## src/rtl/btn_debounce_pkg.sv

```systemverilog
// rtl/btn_debounce_pkg.sv - shared defaults and helpers for the button debouncer
package btn_debounce_pkg;

  // Defaults shared by the RTL and the firmware headers
  localparam int         DEF_CHANNELS   = 8;
  localparam int         DEF_TICK_DIV   = 1600;
  localparam int         DEF_DEB_TICKS  = 8;
  localparam logic [7:0] DEF_ADDR_STATE = 8'h23;
  localparam logic [7:0] DEF_ADDR_EVT   = 8'h24;
  localparam logic [7:0] DEF_ADDR_IEN   = 8'h25;

  // Width of a counter that must hold 0..n-1, never narrower than one bit
  function automatic int cnt_width(input int n);
    return ($clog2(n) < 1) ? 1 : $clog2(n);
  endfunction

endpackage

```

## src/rtl/btn_deb_ch.sv

```systemverilog
// rtl/btn_deb_ch.sv - single-channel synchroniser, debounce counter and stable level
module btn_deb_ch
  import btn_debounce_pkg::*;
#(
  parameter int DEB_TICKS = DEF_DEB_TICKS
) (
  input  logic clk,
  input  logic rst,
  input  logic raw,
  input  logic tick,
  output logic stable,
  output logic press
);

  localparam int            CW       = cnt_width(DEB_TICKS);
  localparam logic [CW-1:0] CNT_LAST = CW'(DEB_TICKS - 1);

  logic          sync1;
  logic          sync2;
  logic [CW-1:0] cnt;
  logic          accept;

  // A new level is accepted on the tick that completes the hold period
  assign accept = (sync2 != stable) && tick && (cnt == CNT_LAST);
  // Only a transition to the pressed (low) level is an event
  assign press  = accept && !sync2;

  // Two-flop synchroniser; idles at released so reset never fakes a press
  always_ff @(posedge clk or posedge rst) begin
    if (rst) begin
      sync1 <= 1'b1;
      sync2 <= 1'b1;
    end else begin
      sync1 <= raw;
      sync2 <= sync1;
    end
  end

  // Count ticks while the input disagrees; any agreement restarts the count
  always_ff @(posedge clk or posedge rst) begin
    if (rst) begin
      cnt    <= '0;
      stable <= 1'b1;
    end else if (sync2 == stable) begin
      cnt <= '0;
    end else if (tick) begin
      if (cnt == CNT_LAST) begin
        stable <= sync2;
        cnt    <= '0;
      end else begin
        cnt <= cnt + 1'b1;
      end
    end
  end

endmodule

```

## src/rtl/btn_debounce.sv

```systemverilog
// rtl/btn_debounce.sv - debounced button inputs with press-event register and interrupt
module btn_debounce
  import btn_debounce_pkg::*;
#(
  parameter int         CHANNELS   = DEF_CHANNELS,
  parameter int         TICK_DIV   = DEF_TICK_DIV,
  parameter int         DEB_TICKS  = DEF_DEB_TICKS,
  parameter logic [7:0] ADDR_STATE = DEF_ADDR_STATE,
  parameter logic [7:0] ADDR_EVT   = DEF_ADDR_EVT,
  parameter logic [7:0] ADDR_IEN   = DEF_ADDR_IEN
) (
  input  logic                clk,
  input  logic                rst,
  input  logic [CHANNELS-1:0] raw_in,
  output logic [CHANNELS-1:0] stable_out,
  input  logic [7:0]          addr,
  input  logic                wr,
  input  logic                rd,
  input  logic [7:0]          bus_in,
  output logic [7:0]          bus_out,
  output logic                irq
);

  localparam int            PW       = cnt_width(TICK_DIV);
  localparam logic [PW-1:0] PRE_LAST = PW'(TICK_DIV - 1);

  logic [PW-1:0]       pre_cnt;
  logic                tick;
  logic [CHANNELS-1:0] press;
  logic [CHANNELS-1:0] evt;
  logic [CHANNELS-1:0] ien;
  logic [CHANNELS-1:0] evt_clr;
  logic                sel_state;
  logic                sel_evt;
  logic                sel_ien;

  assign tick = (pre_cnt == PRE_LAST);

  // Free-running prescaler shared by all channels; input activity never restarts it
  always_ff @(posedge clk or posedge rst) begin
    if (rst) begin
      pre_cnt <= '0;
    end else if (tick) begin
      pre_cnt <= '0;
    end else begin
      pre_cnt <= pre_cnt + 1'b1;
    end
  end

  for (genvar i = 0; i < CHANNELS; i++) begin : g_ch
    btn_deb_ch #(
      .DEB_TICKS(DEB_TICKS)
    ) u_ch (
      .clk   (clk),
      .rst   (rst),
      .raw   (raw_in[i]),
      .tick  (tick),
      .stable(stable_out[i]),
      .press (press[i])
    );
  end

  assign sel_state = (addr == ADDR_STATE);
  assign sel_evt   = (addr == ADDR_EVT);
  assign sel_ien   = (addr == ADDR_IEN);
  assign evt_clr   = (wr && sel_evt) ? bus_in[CHANNELS-1:0] : '0;

  // Event flags (set beats W1C clear), interrupt enables and registered irq
  always_ff @(posedge clk or posedge rst) begin
    if (rst) begin
      evt <= '0;
      ien <= '0;
      irq <= 1'b0;
    end else begin
      evt <= (evt & ~evt_clr) | press;
      if (wr && sel_ien) begin
        ien <= bus_in[CHANNELS-1:0];
      end
      irq <= |(evt & ien);
    end
  end

  // Zero when unselected so the result can be OR-ed onto the shared read bus
  always_comb begin
    bus_out = '0;
    if (rd) begin
      if (sel_state) begin
        bus_out[CHANNELS-1:0] = stable_out;
      end else if (sel_evt) begin
        bus_out[CHANNELS-1:0] = evt;
      end else if (sel_ien) begin
        bus_out[CHANNELS-1:0] = ien;
      end
    end
  end

endmodule

```

## config.mk

```make
export PLATFORM = sky130hd
export DESIGN_NAME = btn_debounce
export DESIGN_NICKNAME = d
export VERILOG_FILES = /design/src/rtl/btn_debounce_pkg.sv /design/src/rtl/btn_deb_ch.sv /design/src/rtl/btn_debounce.sv
export SDC_FILE = /design/constraint.sdc
export NUM_CORES = 1
export LEC_CHECK = 0
export ABC_AREA = 1
export BUFFER_PORTS_ARGS = -buffer_cell sky130_fd_sc_hd__buf_2
export CAP_MARGIN = 20
export CORE_AREA = 2 2 108 131
export CTS_BUF_LIST = sky130_fd_sc_hd__clkbuf_16
export DETAILED_ROUTE_END_ITERATION = 7
export DIE_AREA = 0 0 110 133
export GPL_TIMING_DRIVEN = 0
export REMOVE_ABC_BUFFERS = 1
export SLEW_MARGIN = 20
export SYNTH_ARGS = -nofsm -noshare
export SYNTH_HDL_FRONTEND = slang
export SYNTH_SLANG_ARGS = --single-unit
export TNS_END_PERCENT = 10
```

## constraint.sdc

```tcl
create_clock -name clk -period 3.13 [get_ports clk]
set_input_delay 0.626 -clock clk [delete_from_list [all_inputs] [get_ports clk]]
set_output_delay 0.626 -clock clk [all_outputs]
set_load 0.1 [all_outputs]
```

---- Yosys cells after proc, flatten, opt, wreduce, memory -nomap -nowiden ----
Cells that the tools add are included.
word-level totals
  input bits .............................. 28
  flip-flop bits (word level) ............. 76
  word-level logic and storage cells ...... 166
  output and inout port bits .............. 17
operators by class
  equality and inequality tests ........... 28
  mux-type cells .......................... 30
  reductions and logical operators ........ 51
  $add $sub $neg .......................... 9
  bitwise operators ....................... 12
operators with widths
  operator                                              count
  two-way mux 3 bit                                     24
  two-way mux 8 bit                                     5
  logical AND 1 bit                                     26
  adder 3 x 1 -> 3 bit (second input constant)          8
  equality test 3 bit (second input constant)           8
  equality test 8 x 6 -> 1 bit (second input constant)  3
  AND reduction 3 bit                                   8
  bitwise AND 8 bit                                     2
  nonzero test 2 bit                                    8
  adder 11 x 1 -> 11 bit (second input constant)        1
  equality test 11 bit (second input constant)          1
  two-way mux 11 bit                                    1
  equality test 1 bit                                   8
  logical NOT 1 bit                                     8
  inequality test 1 bit                                 8
  inverter 1 bit                                        8
  inverter 8 bit                                        1
  OR 8 bit                                              1
  OR reduction 8 bit                                    1

---- Logic depth before layout (Yosys ltp) ----
  depth in word-level cells ............... 6
  mapped depth ............................ 8

---- Cells and area by module ----
A second synthesis with hierarchy kept.
second synthesis, totals
  cells, all modules ...................... 473
  area total of the unflattened synthesis .. 3916.3 sq um
modules (own cells, without submodules)
  module        instances  cells each  area each (sq um)
  btn_deb_ch    8          31          280.3
  btn_debounce  1          225         1674.1

---- Worst setup path after synthesis ----
Ideal clock, no wire load.
  path kind ............................... input port to output port
  from .................................... in addr[4]
  to ...................................... out bus_out[3]
  path slack .............................. 529 ps
  path buffers ............................ 1
  data arrival time ....................... 1975 ps
  stages .................................. 8
  path through ............................ inv_1 > nand2_1 > nor2_2 > buf_2 > nand3_1 > nand3_1 > nand2_1 > inv_1
on the way
  word-level cells in the longest chain between the ends .. 5
  elaborated cells on any way between the ends .. 7
RTL lines
  what                          line                RTL
  start: declaration            btn_debounce.sv:16  input logic [7:0] addr,
  equality test 8 x 6 -> 1 bit  btn_debounce.sv:65  assign sel_ien = (addr == ADDR_IEN);
  two-way mux 8 bit             btn_debounce.sv:91  end else if (sel_ien) begin
  two-way mux 8 bit             btn_debounce.sv:89  end else if (sel_evt) begin
  two-way mux 8 bit *           btn_debounce.sv:87  if (sel_state) begin
  two-way mux 8 bit *           btn_debounce.sv:86  if (rd) begin
  end: declaration              btn_debounce.sv:20  output logic [7:0] bus_out,
Mark *: on every way between the ends. The rest lies on a longest branch, timed or not.

---- Worst setup path after layout ----
  from .................................... in addr[3]
  to ...................................... out bus_out[5]
Same word-level chain as after synthesis.

==> impl_metrics.env <==
export IMPL_synth_area_mux_share=0
export IMPL_ys_seq_area_frac=0.487
export IMPL_die_width_um=110
export IMPL_synth_area_leaders="dfrtp_1 33%, dfstp_2 16%, nand2_1 15%, nand3_1 9.2%, inv_1 5.5%"
export IMPL_arrival_ns=2.24
export IMPL_grt_ovfl_total=0
export IMPL_dp_hpwl_mm=6.23
export IMPL_core_area_um2=13500
export IMPL_ant_nets=0
export IMPL_power_clock_fraction=0.481
export IMPL_place_area_um2=4310
export IMPL_p_per_area_nw_per_um2=485
export IMPL_nNetsFinal=576
export IMPL_placementRows=47
export IMPL_setup_violations=0
export IMPL_cts_tree="built"
export IMPL_avgSynthCellArea_um2=8.11
export IMPL_dp_cells=691
export IMPL_grt_start_max_net_pins=58
export IMPL_num_vias=3237
export IMPL_yosys_area_share_adder=0.0536
export IMPL_wire_per_inst_um=12.4
export IMPL_p_seq_frac=0.460
export IMPL_synthSimpleGateAreaFrac=0.342
export IMPL_synth_top_area_share=0.328
export IMPL_first_pass_iters=4
export IMPL_holdWs_ns=0.231
export IMPL_rsz0062_at_grt="false"
export IMPL_crit_type="input pin to output pin"
export IMPL_synth_xor_area_frac=0.0110
export IMPL_power_mw=2.24
export IMPL_final_hold_viol_count=0
export IMPL_synth_top_family_by_area="simple AND/OR/NAND/NOR gates"
export IMPL_final_cell_area_um2=4620
export IMPL_layout_commonest_cell="nand2_1"
export IMPL_period_share=0.915
export IMPL_async_flop_share=1.00
export IMPL_relSlewSlack=0.496
export IMPL_hold_buffers=0
export IMPL_worstReg2RegStart="pre_cnt[0]"
export IMPL_drt_iter0_markers=173
export IMPL_fin_util=0.343
export IMPL_worst_slack_ns=0.267
export IMPL_syn_area_um2=3970
export IMPL_skew_ns=0.00941
export IMPL_fin_crit_ns=2.86
export IMPL_grt_pass1_vias=3022
export IMPL_start_util=0.295
export IMPL_hold_class="input pin to async pin"
export IMPL_worstPathRequired_ns=2.50
export IMPL_slew_viol_final=0
export IMPL_reg2reg_depth=6
export IMPL_clock_sinks=76
export IMPL_die_y_um=133
export IMPL_p_comb_frac=0.059
export IMPL_viasPerCell=4.58
export IMPL_instances_no_fill=707
export IMPL_tightest_slew_ns=0.753
export IMPL_htree_levels=3
export IMPL_crit_fanout=9
export IMPL_ys_ff_latch=76
export IMPL_p_int_mw=1.74
export IMPL_drive_above_1_share=0.190
export IMPL_diodes=0
export IMPL_dp_slack_ns=0.0723
export IMPL_switching_share=0.225
export IMPL_numPortBuffers=44
export IMPL_wirelength_mm=8.77
export IMPL_synth_edf_count=0
export IMPL_cap_violations=0
export IMPL_grt_pass1_wl_mm=14.4
export IMPL_start_kind="input pin"
export IMPL_antenna_found_initial=0
export IMPL_setup_tns_ns=0
export IMPL_most_common_layout_cells="163 x nand2_1, 73 x nand3_1, 57 x inv_1"
export IMPL_clockBufferDepth=2
export IMPL_p_leak_nw=2.56
export IMPL_syn_to_final_growth_pct=16.5
export IMPL_synth_area_leader_cell="dfrtp_1"
export IMPL_ys_warn_count=0
export IMPL_reg2reg_slack_ns=1.22
export IMPL_irDropWorstVdd_mv=0.195
export IMPL_drc_errors=0
export IMPL_endpoint_kind="output pin"
export IMPL_place_congestion=0.777
export IMPL_ys_flop_type="dfrtp_1"
export IMPL_grtUsageTotal=0.129
export IMPL_fmax_mhz=349
export IMPL_die_area_um2=14600
export IMPL_clkTransAtPathRegs_ns=0.06
export IMPL_reg2reg_to="g_ch[5].u_ch.stable"
export IMPL_synth_compound_area_frac=0.0196
export IMPL_clockRootBuffer="clkbuf_16"
export IMPL_yosysUniqueCellTypes=26
export IMPL_io_pins=45
export IMPL_syn_inst=489
export IMPL_numCtsBuffers=9
export IMPL_status="finished, final reports clean"
export IMPL_clk_latency_ns=0.34
export IMPL_power_switching_uw=505
==> timing repair <==
| action | CTS | global route |
|---|---|---|
| buffers inserted | 0 | 0 |
| resized for setup | 0 | 1 |
| setup endpoints to repair | 0 | 8 |
==> registers in the layout (all words and copies together), names as in the netlist <==
| register | count |
|---|---|
| g_ch.u_ch.cnt | 24 |
| pre_cnt | 11 |
| evt | 8 |
| g_ch.u_ch.stable | 8 |
| g_ch.u_ch.sync1 | 8 |
| g_ch.u_ch.sync2 | 8 |
| ien | 8 |
| irq | 1 |
==> worst max-delay path, stage by stage <==
cell     delay [ns]
buf_2          0.10
inv_2          0.05
nand2_1        0.04
nor2_1         0.57
nand3_1        0.15
nand3_1        0.12
nand2_1        0.10
inv_1          0.07
buf_2          0.41
==> cells by family after synthesis <==
| group | Yosys count |
|---|---|
| XOR/XNOR | 5 |
| buffers and inverters | 74 |
| AO/OA/AOI/OAI | 14 |
| flip-flops | 76 |
| AND/OR/NAND/NOR | 303 |
| adder cells (fa/ha/maj) | 17 |
==> Yosys cell counts (3+ instances only) <==
master   number
inv_1        58
dfstp_2      24
nand2_2       3
buf_4         8
dfrtp_1      52
ha_1         17
nor2_2        7
o21ai_0      10
nor2_1       34
xor2_1        5
nor2_4        3
buf_2         3
nand2_1     163
nand3_1      73
nand4_1      13
==> layer usage <==
layer | part of all wire | wire length, um | GRT usage | vias up
li1 | - | - | - | 1635
met5 | 0 | 0 | 0 | -
met1 | 0.47 | 4130 | 0.173 | 1520
met3 | 0.048 | 421 | 0.0286 | 18
met2 | 0.45 | 3960 | 0.192 | 64
met4 | 0.030 | 260 | 0.0668 | 0
==> cell type report <==
class | instances | area [um^2]
Timing Repair Buffer | 45 | 248
Clock inverter | 7 | 81.3
Multi-Input combinational cell | 339 | 1690
Clock buffer | 9 | 225
Fill cell | 1396 | 8840
Inverter | 60 | 228
Tap cell | 171 | 214
Sequential cell | 76 | 1930
==> worst max path at each step <==
| stage | slack [ns] | cells past startpoint | start | end |
|---|---|---|---|---|
| 6_report | 0.27 | 9 | addr[3] | bus_out[5] |
| 5_1_grt | 0.15 | 9 | addr[2] | bus_out[5] |
| 4_1_cts | 0.06 | 9 | addr[4] | bus_out[5] |
| 3_5_place_dp | 0.07 | 9 | addr[4] | bus_out[5] |
| 3_3_place_gp | -0.40 | 2 | rst | g_ch[4].u_ch.cnt[2] |
| 2_1_floorplan | 0.36 | 7 | addr[4] | bus_out[0] |
==> power groups by stage <==
stage,sequential [mW],clock [mW],combinational [mW]
finish,1.03,1.08,0.132
global route,1.03,1.15,0.149
CTS,1.03,1.11,0.134
detailed placement,1.05,0,0.134
global placement,1.05,0,0.127
floorplan,1.07,0,0.0592
(Power assumes the default switching activity.)
